File: src/rtl/uart_tx_arbiter_if.sv
// Bus between the byte requesters and the shared-UART arbiter.
// The master side is the requester group, the slave side is the arbiter.
interface uart_tx_arbiter_if;
   logic [3:0]  req_valid;
   logic [31:0] req_data;
   logic [3:0]  req_last;
   logic [3:0]  req_ack;
   logic        tx_start;
   logic [7:0]  tx_data;
   logic [1:0]  grant_id;
   logic        busy;

   modport master (
      output req_valid, req_data, req_last,
      input  req_ack, tx_start, tx_data, grant_id, busy
   );

   modport slave (
      input  req_valid, req_data, req_last,
      output req_ack, tx_start, tx_data, grant_id, busy
   );
endinterface

File: src/rtl/uart_tx_arbiter.sv
// Round-robin arbiter sharing one 8N1 UART transmitter between four byte
// requesters. It issues a one-cycle start pulse with a byte, then blocks the
// next start for a full frame time because the transmitter reports no busy.
// A requester keeps the grant across a burst until it sends a byte marked
// last, or until it stalls for LOCK_TO cycles.
module uart_tx_arbiter #(
   parameter int CLK_FREQ   = 50000000,
   parameter int UART_BPS   = 9600,
   parameter int FRAME_BITS = 10,
   parameter int LOCK_TO    = 65535
) (
   input logic            clk,
   input logic            rst_n,
   uart_tx_arbiter_if.slave bus
);

   localparam int          PERIOD     = CLK_FREQ / UART_BPS;
   localparam int          FRAME_CYC  = PERIOD * FRAME_BITS;
   localparam logic [19:0] FRAME_LAST = 20'(FRAME_CYC - 1);
   localparam logic [15:0] LOCK_LAST  = 16'(LOCK_TO - 1);

   localparam logic [1:0] ST_IDLE = 2'd0;
   localparam logic [1:0] ST_SEND = 2'd1;
   localparam logic [1:0] ST_WAIT = 2'd2;
   localparam logic [1:0] ST_HOLD = 2'd3;

   logic [1:0]  state_q, state_d;
   logic [1:0]  grant_q, grant_d;
   logic [1:0]  rr_q, rr_d;
   logic        lock_q, lock_d;
   logic        last_q, last_d;
   logic [7:0]  byte_q, byte_d;
   logic [19:0] frame_q, frame_d;
   logic [15:0] to_q, to_d;

   logic        tx_start_q;
   logic [7:0]  tx_data_q;
   logic [3:0]  ack_q;
   logic        busy_q;

   logic [3:0]  cand_s;
   logic [1:0]  pick_s;

   // First set bit of v, searching start, start+1, ... modulo 4.
   function automatic logic [1:0] rr_pick(input logic [3:0] v, input logic [1:0] start);
      logic [1:0] idx;
      logic [1:0] win;
      win = start;
      for (int k = 3; k >= 0; k--) begin
         idx = start + 2'(k);
         if (v[idx]) begin
            win = idx;
         end
      end
      return win;
   endfunction

   // While a burst owns the lock only the owner's request is eligible.
   always_comb begin
      if (lock_q) begin
         cand_s = bus.req_valid & (4'b0001 << grant_q);
         pick_s = grant_q;
      end else begin
         cand_s = bus.req_valid;
         pick_s = rr_pick(bus.req_valid, rr_q);
      end
   end

   // Next-state logic for the arbitration / frame-spacing sequencer.
   always_comb begin
      state_d = state_q;
      grant_d = grant_q;
      rr_d    = rr_q;
      lock_d  = lock_q;
      last_d  = last_q;
      byte_d  = byte_q;
      frame_d = frame_q;
      to_d    = to_q;
      case (state_q)
         ST_IDLE: begin
            if (cand_s != 4'd0) begin
               grant_d = pick_s;
               byte_d  = bus.req_data[{pick_s, 3'b000} +: 8];
               last_d  = bus.req_last[pick_s];
               state_d = ST_SEND;
            end else begin
               state_d = ST_IDLE;
            end
         end
         ST_SEND: begin
            frame_d = 20'd0;
            state_d = ST_WAIT;
         end
         ST_WAIT: begin
            if (frame_q == FRAME_LAST) begin
               if (last_q) begin
                  rr_d    = grant_q + 2'd1;
                  lock_d  = 1'b0;
                  state_d = ST_IDLE;
               end else begin
                  lock_d  = 1'b1;
                  to_d    = 16'd0;
                  state_d = ST_HOLD;
               end
            end else begin
               frame_d = frame_q + 20'd1;
            end
         end
         ST_HOLD: begin
            if (cand_s != 4'd0) begin
               byte_d  = bus.req_data[{grant_q, 3'b000} +: 8];
               last_d  = bus.req_last[grant_q];
               to_d    = 16'd0;
               state_d = ST_SEND;
            end else if (to_q == LOCK_LAST) begin
               lock_d  = 1'b0;
               rr_d    = grant_q + 2'd1;
               state_d = ST_IDLE;
            end else begin
               to_d = to_q + 16'd1;
            end
         end
         default: begin
            state_d = ST_IDLE;
         end
      endcase
   end

   // Sequencer state and bookkeeping registers.
   always_ff @(posedge clk or negedge rst_n) begin
      if (!rst_n) begin
         state_q <= ST_IDLE;
         grant_q <= 2'd0;
         rr_q    <= 2'd0;
         lock_q  <= 1'b0;
         last_q  <= 1'b0;
         byte_q  <= 8'd0;
         frame_q <= 20'd0;
         to_q    <= 16'd0;
      end else begin
         state_q <= state_d;
         grant_q <= grant_d;
         rr_q    <= rr_d;
         lock_q  <= lock_d;
         last_q  <= last_d;
         byte_q  <= byte_d;
         frame_q <= frame_d;
         to_q    <= to_d;
      end
   end

   // Registered outputs decoded from the current state; tx_data only
   // changes together with a start pulse so the transmitter sees a stable byte.
   always_ff @(posedge clk or negedge rst_n) begin
      if (!rst_n) begin
         tx_start_q <= 1'b0;
         tx_data_q  <= 8'd0;
         ack_q      <= 4'd0;
         busy_q     <= 1'b0;
      end else begin
         tx_start_q <= (state_q == ST_SEND);
         busy_q     <= (state_q != ST_IDLE);
         if (state_q == ST_SEND) begin
            tx_data_q <= byte_q;
            ack_q     <= 4'b0001 << grant_q;
         end else begin
            tx_data_q <= tx_data_q;
            ack_q     <= 4'd0;
         end
      end
   end

   assign bus.tx_start = tx_start_q;
   assign bus.tx_data  = tx_data_q;
   assign bus.req_ack  = ack_q;
   assign bus.grant_id = grant_q;
   assign bus.busy     = busy_q;

endmodule

File: src/flat_wrapper.sv
// flat-port wrapper written by rule: the top's interface ports become plain ports
module uart_tx_arbiter_flat 
#(
   parameter int CLK_FREQ   = 50000000,
   parameter int UART_BPS   = 9600,
   parameter int FRAME_BITS = 10,
   parameter int LOCK_TO    = 65535
)
  (clk, rst_n, bus_req_valid, bus_req_data, bus_req_last, bus_req_ack, bus_tx_start, bus_tx_data, bus_grant_id, bus_busy);
  uart_tx_arbiter_if bus_i ();
  input logic clk;
  input logic rst_n;
  input wire logic [$bits(bus_i.req_valid)-1:0] bus_req_valid;
  input wire logic [$bits(bus_i.req_data)-1:0] bus_req_data;
  input wire logic [$bits(bus_i.req_last)-1:0] bus_req_last;
  output wire logic [$bits(bus_i.req_ack)-1:0] bus_req_ack;
  output wire logic [$bits(bus_i.tx_start)-1:0] bus_tx_start;
  output wire logic [$bits(bus_i.tx_data)-1:0] bus_tx_data;
  output wire logic [$bits(bus_i.grant_id)-1:0] bus_grant_id;
  output wire logic [$bits(bus_i.busy)-1:0] bus_busy;
  assign bus_i.req_valid = bus_req_valid;
  assign bus_i.req_data = bus_req_data;
  assign bus_i.req_last = bus_req_last;
  assign bus_req_ack = bus_i.req_ack;
  assign bus_tx_start = bus_i.tx_start;
  assign bus_tx_data = bus_i.tx_data;
  assign bus_grant_id = bus_i.grant_id;
  assign bus_busy = bus_i.busy;
  uart_tx_arbiter #(.CLK_FREQ(CLK_FREQ), .UART_BPS(UART_BPS), .FRAME_BITS(FRAME_BITS), .LOCK_TO(LOCK_TO)) u_core (.clk(clk), .rst_n(rst_n), .bus(bus_i));
endmodule
File: config.mk
export PLATFORM = sky130hd
export DESIGN_NAME = uart_tx_arbiter_flat
export DESIGN_NICKNAME = d
export VERILOG_FILES = /design/src/rtl/uart_tx_arbiter_if.sv /design/src/rtl/uart_tx_arbiter.sv /design/src/flat_wrapper.sv
export SDC_FILE = /design/constraint.sdc
export NUM_CORES = 1
export LEC_CHECK = 0
export BUFFER_PORTS_ARGS = -buffer_cell sky130_fd_sc_hd__buf_2
export CORE_MARGIN = 4
export CORE_UTILIZATION = 25
export CTS_CLUSTER_SIZE = 25
export DETAILED_ROUTE_END_ITERATION = 10
export GPL_TIMING_DRIVEN = 0
export PLACE_DENSITY = 0.47
export SETUP_SLACK_MARGIN = 0.15
export SLEW_MARGIN = 20
export SYNTH_ARGS = -nofsm -noshare
export SYNTH_HDL_FRONTEND = slang
export SYNTH_SLANG_ARGS = --single-unit
File: constraint.sdc
create_clock -name clk -period 3.4 [get_ports clk]
set_input_delay 0 -clock clk [delete_from_list [all_inputs] [get_ports clk]]
set_output_delay 0 -clock clk [all_outputs]
set_load 0.05 [all_outputs]
# Yosys cells after proc, flatten, opt, wreduce, memory -nomap -nowiden

Cells that the tools add are included.

Equality and inequality tests: 15
Shift operators: 3
Reduce and logical (&&, ||, !) cells: 13
Add/sub/neg operators: 6
Mux-type cells: 48
Bitwise logic cells: 1
$lt $le $gt $ge: 6

Operator list:

| kind                    | count |
|---|---|
| $mux W16                | 4 |
| $shiftx A32 B6 Y8       | 2 |
| $pmux W20 S2            | 1 |
| $pmux W16 S2            | 1 |
| $mux W2                 | 13 |
| $add A20 B1 Y20 const B | 1 |
| $eq A20 B16 Y1 const B  | 1 |
| $mux W20                | 1 |
| $lt A2 B3 Y1 const B    | 6 |
| $add A16 B1 Y16 const B | 1 |
| $eq A16 B16 Y1 const B  | 1 |
| $mux W8                 | 2 |
| $pmux W8 S2             | 1 |
| $mux W1                 | 13 |
| $bmux W1 S2             | 6 |
| $ne A2 B1 Y1 const B    | 5 |
| $mux W4                 | 2 |
| $pmux W2 S4             | 1 |
| $reduce_and A4 Y1       | 2 |
| $reduce_bool A2 Y1      | 4 |
| $ne A2 B2 Y1 const B    | 3 |
| $reduce_and A2 Y1       | 3 |
| $reduce_and A5 Y1       | 1 |
| $add A2 B1 Y2 const B   | 2 |
| other kinds (12)        | 15 |

Input port bits: 42
Logic and storage cells: 104
Output and inout port bits: 16
Bits in registers: 66

# Depth between registers and ports, before layout

Gate-level depths: netlist of run 1.

Depth after elaboration: 12
Mapped depth: 9
Depth with buffers taken out: 8

# Worst setup path after synthesis of run 1

No wires, ideal clock.

Kind: reg2reg
Start: reg u_core.grant_q[0], in the netlist u_core.bus.grant_id[0]
End: reg u_core.rr_q[1]
Data arrival time: 2.423 ns
Required time: 3.275 ns
Period minus slack after synthesis: 2.548 ns
Cell stages (with the launch flop): 9
Slack: 0.852 ns
Cell sequence: dfrtp_1 > inv_1 > ha_1 > nand2b_1 > a22oi_1 > nand2_1 > o21ai_0 > nor4b_2 > mux2_2

Cells in the longest elaborated chain, start to end: 6

RTL lines:

| what                        | RTL line               | RTL |
|---|---|---|
| start, declared             | uart_tx_arbiter.sv:28  | `logic [1:0] grant_q, grant_d;` |
| start signal, assigned      | uart_tx_arbiter.sv:142 | `grant_q <= grant_d;` |
| $shl A1 B2 Y4               | uart_tx_arbiter.sv:61  | `cand_s = bus.req_valid & (4'b0001 << grant_q);` |
| $and A4 B4 Y4               | uart_tx_arbiter.sv:61  |  |
| $mux W4                     | uart_tx_arbiter.sv:60  | `if (lock_q) begin` |
| $reduce_bool A4 Y1          | uart_tx_arbiter.sv:110 | `if (cand_s != 4'd0) begin` |
| $ne A2 B2 Y1 (no line)      | --                     |  |
| $reduce_and A5 Y1 (no line) | --                     |  |
| end signal, assigned        | uart_tx_arbiter.sv:143 | `rr_q <= rr_d;` |
| end, declared               | uart_tx_arbiter.sv:29  | `logic [1:0] rr_q, rr_d;` |

Several ways; a longest one is shown, not always the timed one. The select of a mux whose other input is x is not followed.
A chain may end at the register's enable or synchronous reset.

# Final worst setup path of run 1

Start: reg u_core.rr_q[1]
End: reg u_core.byte_q[2]

Cells in the longest elaborated chain, start to end: 11

RTL lines:

| what                          | RTL line               | RTL |
|---|---|---|
| $add A2 B2 Y2                 | uart_tx_arbiter.sv:50  | `idx = start + 2'(k);` |
| $bmux W1 S2                   | uart_tx_arbiter.sv:51  | `if (v[idx]) begin` |
| $mux W1 (implied by the code) | uart_tx_arbiter.sv:51  |  |
| $mux W2 (3 in a row)          | uart_tx_arbiter.sv:51  |  |
| $mux W2 *                     | uart_tx_arbiter.sv:51  |  |
| $mux W2 *                     | uart_tx_arbiter.sv:60  |  |
| $shiftx A32 B6 Y8 *           | uart_tx_arbiter.sv:83  | `byte_d = bus.req_data[{pick_s, 3'b000} +: 8];` |
| $mux W8 *                     | uart_tx_arbiter.sv:81  | `if (cand_s != 4'd0) begin` |
| $pmux W8 S2 *                 | uart_tx_arbiter.sv:79  | `case (state_q)` |
| end signal, assigned          | uart_tx_arbiter.sv:146 | `byte_q <= byte_d;` |
| end, declared                 | uart_tx_arbiter.sv:32  | `logic [7:0] byte_q, byte_d;` |

Every way passes the cells marked *; elsewhere a longest branch is shown, timed or not. The select of a mux whose other input is x is not followed.

==> flow_metrics.py, run 1 <==
metrics = {
    "yosys": {
        "ys.flop_type": "dfrtp_1",
        "syn_area_um2": 3717,
        "yosysTopAreaCellShare_pct": 44.43,
        "synth_cell_types": 54,
        "yosysSeqAreaShare_pct": 44.43,
        "yosysTopAreaCell": "dfrtp_1",
        "avgSynthCellArea_um2": 9.966,
        "synth_edf_count": 0,
        "synthArstFlopShare_pct": 100.0,
        "ys_top_cells_by_count": "dfrtp_1 (66), nand2_1 (34), nor2_1 (25)",
        "ys_warn_count": 0,
        "yosysMostFrequentCell": "dfrtp_1",
        "ys_seq_elements": 66,
        "synthCells": 373,
        "synthTopCellsByArea": "dfrtp_1 (44%), mux2_2 (6.1%), mux2i_1 (4.6%), ha_1 (3.7%), nand2_1 (3.4%)",
        "synthesis.nets": 426,
    },
    "global_routing": {
        "antenna_found_initial": 0,
        "grt_pass1_vias": 3256,
        "grt_pass1_wl_um": 15880,
        "grt_max_degree": 49,
        "grtUsageTotal_pct": 11.63,
        "grt-ovfl-total": 0,
    },
    "worst_setup_path": {
        "end_kind": "flip-flop",
        "cp_slowest_stage_delay_ns": 0.56,
        "slowest_stage": "dlygate4sd3_1",
        "critPathRequiredTime_ns": 3.58,
        "critPathKind": "reg -> reg",
        "crit_buf_inv": 3,
        "crit_family": "buffers and inverters",
        "cp_data_arrival_time_ns": 3.17,
        "start_kind": "flip-flop",
        "crit_chain": "clkbuf_1 > and3b_1 > or4_1 > a31oi_2 > buf_4 > mux2i_1 > dlygate4sd3_1 > a31oi_1",
        "cp_max_fo": 10,
    },
    "clock_network": {
        "cts_root_buf": "clkbuf_16",
        "ctsResizeCount": 0,
        "clk_path_buf_depth": 2,
        "cts_buffers": 9,
        "cts_setup_buffers": 0,
        "cts.sinks": 66,
        "htreeDepth": 3,
        "clk_latency_ns": 0.34,
        "cts_tree": "yes",
        "path_clk_slew_ns": 0.06,
    },
    "sta": {
        "setup_viol": 0,
        "fin_ws_ns": 0.4112,
        "finalSetupTns_ns": 0,
        "fin_worst_skew_ns": 0.008169,
        "worstMarginPinSlew_ns": 0.8728,
        "drv_slew": 0,
        "rsz0062_at_grt": "no",
        "post-route-period-util_pct": 87.90,
        "fmax_mhz": 334.6,
        "max-slew-margin-rel_pct": 41.54,
        "finalHoldViolations": 0,
        "fin_crit_ns": 2.989,
    },
    "place": {
        "placed_area_um2": 4263,
        "hpwl_um": 6563,
        "place_congestion": 0.8109,
        "place_inst": 615,
        "numPortBuffers": 57,
        "place_ws_ns": 0.6254,
    },
    "layout": {
        "final_nets": 509,
        "area_delta_synth_final_pct": 26.56,
        "antenna_cells": 0,
        "drive_above_1_share_pct": 22.78,
        "stdcell_count": 645,
        "final_area_um2": 4705,
        "final_core_util_pct": 32.37,
    },
    "pwr": {
        "leakagePower_nw": 2.092,
        "swShare_pct": 22.71,
        "p_seq_share_pct": 43.5,
        "pwr-share-clk_pct": 51.7,
        "combPwrFrac_pct": 4.7,
        "peakVddDrop_mv": 0.1565,
        "internal-power_w": 0.001409,
        "p_switching_w": 0.0004142,
        "powerDensity_nw_per_um2": 387.6,
    },
    "detailed_routing": {
        "vias": 3122,
        "first_iter_violations": 109,
        "wl_per_cell_um": 13.86,
        "ant_nets": 0,
        "drc_errors": 0,
        "wirelength_um": 8939,
        "firstDrtPassIters": 4,
        "viasPerCell": 4.840,
    },
    "die": {
        "die_w_um": 129.9,
        "rows": 44,
        "ios": 58,
        "die_h_um": 129.9,
        "coreArea_um2": 14530,
        "dieArea_um2": 16880,
        "initial_core_util_pct": 25.58,
    },
    "outcome": {
        "outcome": "finished, final reports clean",
    },
    "flow_run": {
        "cap_viol_max_count": 0,
    },
    "worst_hold_path": {
        "holdCritPathClass": "in -> reg",
    },
}
## worst reg2reg max path, delay by kind of cell, from the launching register on
kind                   cells  cell delay (ns)
buffers and inverters      3             1.04
AO/OA/AOI/OAI              2             0.48
flip-flops                 1             0.36
AND/OR/NAND/NOR            2             0.75
multiplexers               1             0.20
## metrics by stage
| step | power, W | hold WS (ns) |
|---|---|---|
| after floorplan | 0.0008318 | -0.2956 |
| after global placement | 0.0008789 | 0.3275 |
| after detailed placement | 0.0008842 | -0.09429 |
| after CTS | 0.001858 | 0.0001518 |
| after global routing | 0.001903 | 0.02631 |
| final | 0.001824 | 0.009779 |
## registers in the layout, summed over array words and instances, names as in the netlist
name / cells
u_core.lock_q: 1
u_core.state_q: 2
u_core.bus.tx_data: 8
u_core.bus.req_ack: 4
u_core.rr_q: 2
u_core.frame_q: 20
u_core.bus.grant_id: 2
u_core.byte_q: 8
u_core.bus.tx_start: 1
u_core.last_q: 1
u_core.to_q: 16
u_core.bus.busy: 1
## metal layers
metal	up-vias	global-route usage [%]	part of all wire (%)
met5	-	0	0
met4	0	4.584	1.7
met3	10	3.275	5.3
met2	82	18.59	46
met1	1482	14.93	47
li1	1548	-	-
## power by group through the flow
stage | combinational [W] | clock [W] | sequential (W)
CTS | 0.0000881 | 0.000976 | 0.000794
global placement | 0.0000706 | 0 | 0.000808
floorplan | 0.0000245 | 0 | 0.000807
detailed placement | 0.0000759 | 0 | 0.000808
global route | 0.0000980 | 0.00101 | 0.000794
finish | 0.0000863 | 0.000943 | 0.000794
## cell usage in the layout, fill, tap and decap left out, types with 3 or more instances in the layout
master / Yosys / final
dfrtp_1: 66 / 66
o21a_1: 5 / 5
nand2_1: 34 / 34
dlygate4sd3_1: 0 / 14
and2_1: 5 / 5
nor2b_1: 8 / 8
buf_2: 2 / 58
mux2i_1: 17 / 17
nand4_1: 10 / 10
nand2b_1: 5 / 5
xor2_1: 8 / 8
a21oi_1: 8 / 8
nor2_1: 25 / 25
clkbuf_1: 11 / 11
mux2_2: 20 / 20
a31oi_1: 12 / 12
o21ai_0: 18 / 18
and4_1: 3 / 3
o22ai_1: 9 / 9
clkbuf_16: 0 / 9
nor3_1: 4 / 4
nand3_1: 16 / 16
inv_1: 14 / 14
and3_1: 5 / 5
o31ai_1: 12 / 12
ha_1: 11 / 11
a21boi_1: 3 / 3
or4_1: 5 / 5
## timing repair
action                                  4_1_cts  5_1_grt
endpoints found under the hold margin        73        0
hold buffers                                 14        0
endpoints found under the setup margin        0        0
## path summary, 6_finish.rpt
kind                                  start                to  slack [ns]  cells after the start
setup / recovery             u_core.rr_q[1]  u_core.byte_q[2]        0.41                      8
hold / removal             bus_req_data[17]  u_core.byte_q[1]        0.01                      3
setup reg to reg             u_core.rr_q[1]  u_core.byte_q[2]        0.41                      8
hold reg to reg              u_core.to_q[8]    u_core.to_q[8]        0.49                      1
max in group asynchronous             rst_n    u_core.to_q[3]        2.77                      3
min in group asynchronous             rst_n  u_core.byte_q[1]        0.08                      2
## area by class of cell
type                    instances  area (µm²)
well taps                     184       230.2
multi-input cells             279        1954
clock buffers                   9       225.2
flip-flops and latches         66        1652
repair buffers                 72       455.4
fillers                      1557        9829
plain buffers                  14       58.81
clock inverters                 7       76.32
inverters                      14       52.55
## kinds of logic after synthesis
group,count (synthesis),synth area share [%]
compound gates,89,16.53
simple gates,131,18.75
mux,38,11.24
buf+inv,28,2.996
xor+xnor,10,2.356
fa+ha+maj,11,3.702
flops,66,44.43
No activity file was read; power rests on OpenSTA's default activity.
==> run 2: changes to the inputs <==
Settings changed: CTS_BUF_LIST set to sky130_fd_sc_hd__clkbuf_4 sky130_fd_sc_hd__clkbuf_8.
==> run 2 against run 1 <==
Net effect: die area unchanged; clock skew increased by 0.0060 ns; routed wire length decreased by 0.10%; critical path depth unchanged; via count about the same; register-to-register slack got worse by 0.03 ns; worst setup slack got worse by 0.034 ns; flip-flop and latch count unchanged; sequential power about the same; utilization decreased by 0.49 points; maximum frequency decreased by 1.1%; final area decreased by 1.5%; highest routed layer unchanged.
==> flow_metrics.py, run 2 (synthesis gave the netlist of run 1 again) <==
metrics = {
    "outcome": {
        "outcome": "finished, final reports clean",
    },
    "clock_network": {
        "cts_root_buf": "clkbuf_8",
        "cts.sinks": 66,
        "path_clk_slew_ns": 0.09,
        "ctsResizeCount": 0,
        "ctsHoldBuffers": 17,
        "clk_latency_ns": 0.35,
        "htreeDepth": 3,
        "cts_tree": "yes",
        "cts_buffers": 9,
        "cts_setup_buffers": 0,
        "clk_path_buf_depth": 2,
    },
    "detailed_routing": {
        "dr_wl_met2_um": 4158,
        "m1WireLength_um": 4230,
        "route.top_layer_used": "met4",
        "firstDrtPassIters": 4,
        "first_iter_violations": 105,
        "vias": 3119,
        "wirelength_um": 8930,
        "drc_errors": 0,
        "route.met3.wl_um": 431,
        "ant_nets": 0,
        "viasPerCell": 4.813,
        "wl_per_cell_um": 13.78,
    },
    "sta": {
        "max-slew-margin-rel_pct": 40.48,
        "rsz0062_at_grt": "no",
        "post-route-period-util_pct": 88.89,
        "fin_crit_ns": 3.022,
        "setup_viol": 0,
        "fin_worst_skew_ns": 0.01416,
        "finalHoldViolations": 0,
        "drv_slew": 0,
        "fmax_mhz": 330.9,
        "finalSetupTns_ns": 0,
        "worstMarginPinSlew_ns": 0.8887,
    },
    "global_routing": {
        "antenna_found_initial": 0,
        "grtUsageTotal_pct": 11.48,
        "grt_max_degree": 49,
        "grt_pass1_vias": 3264,
        "grt_pass1_wl_um": 15800,
        "grt-ovfl-total": 0,
    },
    "layout": {
        "final_area_um2": 4633,
        "antenna_cells": 0,
        "layout_commonest_cell": "dfrtp_1",
        "final_cell_mix": "dfrtp_1 (66), buf_2 (58), nand2_1 (34), nor2_1 (25), mux2_2 (20)",
        "final_core_util_pct": 31.88,
        "largest_register": "u_core.frame_q",
        "largest_register_ffs": 20,
        "n_fill_cell": 1567,
        "final_nets": 512,
        "area_delta_synth_final_pct": 24.64,
        "drive_above_1_share_pct": 22.63,
        "reg_top3": "u_core.frame_q: 20 flops, u_core.to_q: 16 flops",
    },
    "worst_setup_path": {
        "crit_chain": "clkbuf_1 > and3b_1 > or4_1 > a31oi_2 > buf_4 > mux2i_1 > dlygate4sd3_1 > a31oi_1",
        "startpoint": "u_core.rr_q[1]",
        "cp_max_fo": 10,
        "cp_data_arrival_time_ns": 3.21,
        "reg2reg_depth": 8,
        "cp_slowest_stage_delay_ns": 0.57,
        "slowest_stage": "dlygate4sd3_1",
        "start_kind": "flip-flop",
        "critPathKind": "reg -> reg",
        "reg2reg_to": "u_core.byte_q[3]",
        "reg2reg_setup_slack_ns": 0.38,
        "end_kind": "flip-flop",
        "worstReg2RegStart": "u_core.rr_q[1]",
        "critPathRequiredTime_ns": 3.59,
    },
    "die": {
        "rows": 44,
        "initial_core_util_pct": 25.58,
        "die_w_um": 129.9,
        "die_h_um": 129.9,
        "dieArea_um2": 16880,
        "ios": 58,
        "coreArea_um2": 14530,
    },
    "place": {
        "placed_area_um2": 4263,
        "numPortBuffers": 57,
        "hpwl_um": 6563,
        "place_congestion": 0.8109,
    },
    "pwr": {
        "peakVddDrop_mv": 0.1289,
        "powerDensity_nw_per_um2": 336.9,
        "leakagePower_nw": 2.058,
    },
    "flow_run": {
        "cap_viol_max_count": 0,
    },
    "worst_hold_path": {
        "holdCritPathClass": "in -> async",
    },
}
==> run 2: changes by cell type in the layout (fill, tap and decap cells not counted), sizes merged <==
cell         previous run  this run
dlygate4sd3            14        17
==> run 2: through the flow <==
stage	hold WS [ns]	worst slack, ns	std cells	total power [W]
floorplan	-0.2956	0.8520	373	0.0008318
global placement	0.3275	0.6447	614	0.0008789
detailed placement	-0.09429	0.6254	615	0.0008842
CTS	0.05302	0.4052	648	0.001594
global route	0.06763	0.1795	648	0.001636
finish	0.06907	0.3776	648	0.001561
==> run 2: critical path, delay by kind of cell, from the launching register on <==
| kind | cells | cell delay, ns |
|---|---|---|
| AO/OA/AOI/OAI | 2 | 0.49 |
| buffers and inverters | 3 | 1.05 |
| AND/OR/NAND/NOR | 2 | 0.74 |
| multiplexers | 1 | 0.20 |
| flip-flops | 1 | 0.37 |
==> run 2: where the power goes <==
group          switching, W   total, W  internal (W)
registers        0.00000287   0.000793      0.000790
clock network      0.000336   0.000679      0.000343
logic             0.0000404  0.0000889     0.0000485
==> run 2: cell type report <==
type	instances	area (µm²)	share of cell area, %
inverter	14	52.55	1.134
clock buffer	9	123.9	2.674
timing repair buffer	75	485.5	10.48
clock inverter	7	76.32	1.647
sequential	66	1652	35.65
buffer	14	58.81	1.269
multi-input combinational	279	1954	42.18
tap	184	230.2	4.969
==> run 2: how the worst max path moves through the flow <==
stage / slack (ns) / end
6_report: 0.38 / u_core.byte_q[3]
5_1_grt: 0.18 / u_core.byte_q[2]
4_1_cts: 0.41 / u_core.byte_q[3]
3_5_place_dp: 0.63 / u_core.byte_q[3]
3_3_place_gp: 0.64 / u_core.byte_q[0]
2_1_floorplan: 0.85 / u_core.rr_q[1]
==> run 2: per-layer routing <==
metal	global-route usage, %	up-vias
li1	-	1553
met1	14.67	1489
met2	18.80	67
met3	3.275	10
met4	3.667	0
met5	0	-
